$ cat src/rtl/bram_rd_stream_adapter.sv
// Streams bursts of words from a read-only BRAM port onto a valid/ready stream.
// Reads are credit-limited so every returned word always has room in the output FIFO.
module bram_rd_stream_adapter #(
  parameter int mem_width        = 32,
  parameter int mem_depth        = 4096,
  parameter int read_latency     = 2,
  parameter int simulation_delay = 1,
  localparam int AW = (mem_depth > 1) ? $clog2(mem_depth) : 1
) (
  input  logic                 clk,
  input  logic                 rst,
  input  logic [AW-1:0]        cmd_addr,
  input  logic [AW-1:0]        cmd_len,
  input  logic                 cmd_valid,
  output logic                 cmd_ready,
  output logic                 bram_en,
  output logic                 bram_wen,
  output logic [AW-1:0]        bram_addr,
  output logic [mem_width-1:0] bram_din,
  input  logic [mem_width-1:0] bram_dout,
  output logic [mem_width-1:0] m_data,
  output logic                 m_valid,
  output logic                 m_last,
  input  logic                 m_ready
);

  localparam int FD = read_latency + 2;
  localparam int PW = (FD > 1) ? $clog2(FD) : 1;
  localparam int CW = $clog2(FD + 1);
  localparam logic [AW-1:0] ADDR_MAX = AW'(mem_depth - 1);

  if (read_latency < 1 || read_latency > 2 || simulation_delay < 0) begin : g_unsupported_cfg
  end

  typedef enum logic [1:0] {IDLE = 2'd0, RUN = 2'd1, DRAIN = 2'd2} state_t;

  state_t                  state_q, state_d;
  logic                    bram_en_q, bram_en_d;
  logic                    bram_last_q, bram_last_d;
  logic [AW-1:0]           bram_addr_q, bram_addr_d;
  logic [AW-1:0]           rem_q, rem_d;
  logic [read_latency-1:0] vpipe_q, vpipe_d;
  logic [read_latency-1:0] lpipe_q, lpipe_d;
  logic [mem_width:0]      fifo_q [FD];
  logic [mem_width:0]      fifo_d [FD];
  logic [PW-1:0]           wr_ptr_q, wr_ptr_d, rd_ptr_q, rd_ptr_d;
  logic [CW-1:0]           cnt_q, cnt_d, cred_q, cred_d;
  logic                    push_s, pop_s, issue_ok_s;

  function automatic logic [PW-1:0] next_ptr(input logic [PW-1:0] p);
    return (p == PW'(FD - 1)) ? PW'(0) : p + PW'(1);
  endfunction

  assign cmd_ready = (state_q == IDLE);
  assign bram_en   = bram_en_q;
  assign bram_wen  = 1'b0;
  assign bram_addr = bram_addr_q;
  assign bram_din  = {mem_width{1'b0}};
  assign m_valid   = (cnt_q != CW'(0));
  assign m_data    = fifo_q[rd_ptr_q][mem_width-1:0];
  assign m_last    = m_valid && fifo_q[rd_ptr_q][mem_width];

  // FIFO strobes and read credit; a pop this cycle frees credit for the next issue
  always_comb begin
    pop_s      = m_valid && m_ready;
    push_s     = vpipe_q[read_latency-1];
    issue_ok_s = (cred_q - CW'(pop_s)) < CW'(FD);
  end

  // Burst sequencing: next state and next read request
  always_comb begin
    state_d     = state_q;
    bram_en_d   = 1'b0;
    bram_last_d = 1'b0;
    bram_addr_d = bram_addr_q;
    rem_d       = rem_q;
    case (state_q)
      IDLE: begin
        if (cmd_valid) begin
          state_d     = RUN;
          bram_en_d   = 1'b1;
          bram_addr_d = cmd_addr;
          rem_d       = cmd_len;
          bram_last_d = (cmd_len == AW'(0));
        end else begin
          state_d = IDLE;
        end
      end
      RUN: begin
        if (rem_q == AW'(0)) begin
          state_d = DRAIN;
        end else if (issue_ok_s) begin
          bram_en_d   = 1'b1;
          bram_addr_d = (bram_addr_q == ADDR_MAX) ? AW'(0) : bram_addr_q + AW'(1);
          rem_d       = rem_q - AW'(1);
          bram_last_d = (rem_q == AW'(1));
        end else begin
          state_d = RUN;
        end
      end
      DRAIN: begin
        if (pop_s && m_last) begin
          state_d = IDLE;
        end else begin
          state_d = DRAIN;
        end
      end
      default: state_d = IDLE;
    endcase
  end

  // Return-data tracking pipe, FIFO storage/pointers and credit accounting
  always_comb begin
    vpipe_d[0] = bram_en_q;
    lpipe_d[0] = bram_last_q;
    for (int i = 1; i < read_latency; i++) begin
      vpipe_d[i] = vpipe_q[i-1];
      lpipe_d[i] = lpipe_q[i-1];
    end
    fifo_d   = fifo_q;
    wr_ptr_d = wr_ptr_q;
    rd_ptr_d = rd_ptr_q;
    if (push_s) begin
      fifo_d[wr_ptr_q] = {lpipe_q[read_latency-1], bram_dout};
      wr_ptr_d         = next_ptr(wr_ptr_q);
    end else begin
      wr_ptr_d = wr_ptr_q;
    end
    if (pop_s) begin
      rd_ptr_d = next_ptr(rd_ptr_q);
    end else begin
      rd_ptr_d = rd_ptr_q;
    end
    cnt_d  = cnt_q + CW'(push_s) - CW'(pop_s);
    cred_d = cred_q + CW'(bram_en_d) - CW'(pop_s);
  end

  // State and datapath registers; reset also flushes reads still in flight
  always_ff @(posedge clk or posedge rst) begin
    if (rst) begin
      state_q     <= IDLE;
      bram_en_q   <= 1'b0;
      bram_last_q <= 1'b0;
      bram_addr_q <= AW'(0);
      rem_q       <= AW'(0);
      vpipe_q     <= {read_latency{1'b0}};
      lpipe_q     <= {read_latency{1'b0}};
      for (int i = 0; i < FD; i++) fifo_q[i] <= {(mem_width + 1){1'b0}};
      wr_ptr_q    <= PW'(0);
      rd_ptr_q    <= PW'(0);
      cnt_q       <= CW'(0);
      cred_q      <= CW'(0);
    end else begin
      state_q     <= state_d;
      bram_en_q   <= bram_en_d;
      bram_last_q <= bram_last_d;
      bram_addr_q <= bram_addr_d;
      rem_q       <= rem_d;
      vpipe_q     <= vpipe_d;
      lpipe_q     <= lpipe_d;
      for (int i = 0; i < FD; i++) fifo_q[i] <= fifo_d[i];
      wr_ptr_q    <= wr_ptr_d;
      rd_ptr_q    <= rd_ptr_d;
      cnt_q       <= cnt_d;
      cred_q      <= cred_d;
    end
  end

endmodule

$ cat config.mk
export PLATFORM = sky130hd
export DESIGN_NAME = bram_rd_stream_adapter
export DESIGN_NICKNAME = d
export VERILOG_FILES = /design/src/rtl/bram_rd_stream_adapter.sv
export SDC_FILE = /design/constraint.sdc
export NUM_CORES = 1
export LEC_CHECK = 0
export BUFFER_PORTS_ARGS = -buffer_cell sky130_fd_sc_hd__buf_2
export CELL_PAD_IN_SITES_DETAIL_PLACEMENT = 1
export CELL_PAD_IN_SITES_GLOBAL_PLACEMENT = 2
export CORE_AREA = 2 2 147 149
export CTS_BUF_LIST = sky130_fd_sc_hd__clkbuf_8
export CTS_CLUSTER_SIZE = 28
export DETAILED_ROUTE_END_ITERATION = 8
export DIE_AREA = 0 0 149 151
export GPL_TIMING_DRIVEN = 0
export PLACE_DENSITY_LB_ADDON = 0.2
export SYNTH_ARGS = -nofsm -noshare
export SYNTH_HDL_FRONTEND = slang
export SYNTH_SLANG_ARGS = --single-unit
$ cat constraint.sdc
create_clock -name clk -period 8.47 [get_ports clk]
set_input_delay 2.541 -clock clk [delete_from_list [all_inputs] [get_ports clk]]
set_output_delay 2.541 -clock clk [all_outputs]
set_load 0.01 [all_outputs]
==> flow_summary.json <==
{
  "status": "finished, final reports clean",
  "switching_share_pct": 36.4,
  "fin_crit_ns": 5.46,
  "grt_use_total_pct": 18.5,
  "cts_sinks": 174,
  "crit_arrival_ns": 2.92,
  "synth.top_cells.by_area": "dfrtp_1 53%, mux2_2 18%, mux4_2 9.0%",
  "die_h_um": 151,
  "pwr-share-clk_pct": 16.0,
  "irDropWorstVdd_v": 0.000116,
  "p_seq_share_pct": 39.1,
  "rows": 53,
  "power_mw": 3.82,
  "synthFlopType": "dfrtp_1",
  "start_util_pct": 39.5,
  "cts_hold_buffers": 0,
  "tightest_slew_ns": 1.18,
  "dr_total_vias": 5472,
  "start_kind": "flop",
  "fmax_mhz": 183,
  "syn2layout_area_growth_pct": 17.7,
  "viasPerCell": 5.13,
  "nets": 853,
  "drt_iter0_markers": 156,
  "internal_power_mw": 2.43,
  "numCtsBuffers": 17,
  "layout-drive-gt1-share_pct": 44.1,
  "yosysMostFrequentCell": "dfrtp_1",
  "power-per-cell-area_nw_per_um2": 395,
  "routed_wirelength_um": 20000,
  "finalHoldViolCount": 0,
  "path_class": "reg2out",
  "postRouteAntennaNets": 0,
  "combPwrFrac_pct": 44.9,
  "synth.yosys.seq_area_share_pct": 52.9,
  "rsz0062_at_grt": "no",
  "cp-end-kind": "primary output",
  "setup_slack_ns": 3.01,
  "worst_clock_skew_ns": 0.0233,
  "diodes": 0,
  "firstDrtPassIters": 4,
  "syn_area_per_cell_um2": 13.3,
  "dpl_worst_slack_ns": 3.18,
  "r2r_slack_ns": 4.92,
  "grt_max_degree": 112,
  "min_path_type": "reg2reg",
  "die_width_um": 149,
  "drc": 0,
  "core_area_um2": 20800,
  "ctsHtreeMaxLevel": 4,
  "cp_max_fo": 10,
  "synth_top_area_share_pct": 52.9,
  "grt_pass1_vias": 6092,
  "synth_edf_count": 0,
  "synth_cells": 619,
  "hpwl_um": 14200,
  "relSlewSlack_pct": 20.2,
  "yosys_warnings": 0,
  "portBuffers": 107,
  "p_sw_mw": 1.39,
  "clock_latency_ns": 0.46,
  "routabilityCongestion": 0.833,
  "synth_cell_types": 47,
  "setup_viol": 0,
  "root_buffer": "clkbuf_8",
  "wire_per_inst_um": 18.8,
  "clk_pin_slew_ns": 0.09,
  "grt_pass1_wl_um": 32000,
  "required_ns": 5.93,
  "leakage_nw": 4.31,
  "cts_setup_buffers": 0,
  "synthTopCellsByCount": "174 x dfrtp_1, 134 x mux2_2, 33 x buf_4, 33 x mux4_2, 31 x nand2_1",
  "antenna_found_initial": 0,
  "grt-ovfl-total": 0,
  "dieArea_um2": 22500,
  "finalMaxSlewViolations": 0,
  "cts_tree": "done",
  "synth-async-reset-ratio_pct": 100,
  "synth_area_um2": 8230,
  "setup_tns_ns": 0,
  "clockBufferDepth": 2,
  "post_cts_resized": 0,
  "cap_violations": 0,
  "ios": 141,
  "post-route-period-util_pct": 64.5,
  "synth_top_area_cell": "dfrtp_1",
  "ys_ff_latch": 174
}
[cells in the final DEF, fill, tap and decap left out, types with 8 or more instances in the layout]
cell type	synthesis	routed
o21ai_0	11	11
clkbuf_1	14	14
a21oi_1	26	26
nand2_1	31	31
buf_4	33	33
nand3_1	8	8
buf_1	16	16
nor2_1	18	18
inv_1	18	18
clkbuf_8	0	17
o21ai_1	15	15
buf_2	4	111
dfrtp_1	174	174
mux4_2	33	33
ha_1	13	13
mux2_2	134	134
conb_1	1	33
[power by group through the flow]
stage | registers (mW) | clock network, mW | logic, mW
5_1_grt | 1.55 | 0.670 | 1.88
6_report | 1.49 | 0.612 | 1.72
2_1_floorplan | 1.43 | 0 | 1.23
3_5_place_dp | 1.51 | 0 | 1.75
4_1_cts | 1.49 | 0.636 | 1.76
3_3_place_gp | 1.46 | 0 | 1.67
[flip-flops by register name (all words and copies together) (netlist names), 2 cells and up]
register	flops
bram_addr	12
cnt_q	3
cred_q	3
fifo_q	132
lpipe_q	2
rd_ptr_q	2
rem_q	12
state_q	2
vpipe_q	2
wr_ptr_q	2
[stage by stage]
step                      hold WS, ns  utilization [%]  instances  cell area, um^2
after CTS                       0.360             46.5       1066             9680
after detailed placement        0.339             44.5       1034             9260
after floorplan                 0.331                -        651             8350
after global routing            0.375             46.5       1066             9680
final                           0.357             46.5       1066             9680
after global placement          0.337             44.3       1033             9230
[cell type report]
cell class              instances  area (um^2)
repair buffers                108          563
flip-flops and latches        174         4350
clock inverters                15          184
well taps                     275          344
plain buffers                  67          380
inverters                      19         78.8
multi-input cells             391         3540
clock buffers                  17          234
fillers                      2227        11100
[routing by layer]
layer  vias to the layer above  GRT usage [%]  wire length [um]
met5                         -              0                 0
met4                         0           4.52               178
met3                        13           3.73               860
met2                       113           33.6             10400
met1                      2847           22.7              8540
li1                       2499              -                 -
[path summary, 6_finish.rpt]
check / startpoint / end / depth (start not counted)
min in group asynchronous: rst / rem_q[8] / 2
min: vpipe_q[0] / vpipe_q[1] / 0
min reg2reg: vpipe_q[0] / vpipe_q[1] / 0
max in group asynchronous: rst / fifo_q[122] / 3
max reg2reg: cnt_q[1] / cred_q[1] / 12
max: rd_ptr_q[0] / m_data[22] / 4
[logic make-up (layout without fill, tap and decap cells)]
family,count (synthesis),after routing,share of synthesized area (%)
flip-flops,174,174,52.9
multiplexers,167,167,27.4
AND/OR/NAND/NOR,90,90,5.37
buffers and inverters,86,226,5.49
AO/OA/AOI/OAI,81,81,5.82
adder cells (fa/ha/maj),15,15,2.46
XOR/XNOR,5,5,0.532
other,1,33,0.0456
[worst max-delay path: stages, from the launching register on]
cell and delay [ns]:
dfrtp_1 0.36, clkbuf_1 0.53, buf_1 0.81, mux4_2 0.62
buf_2 0.16
(Power assumes the default switching activity.)
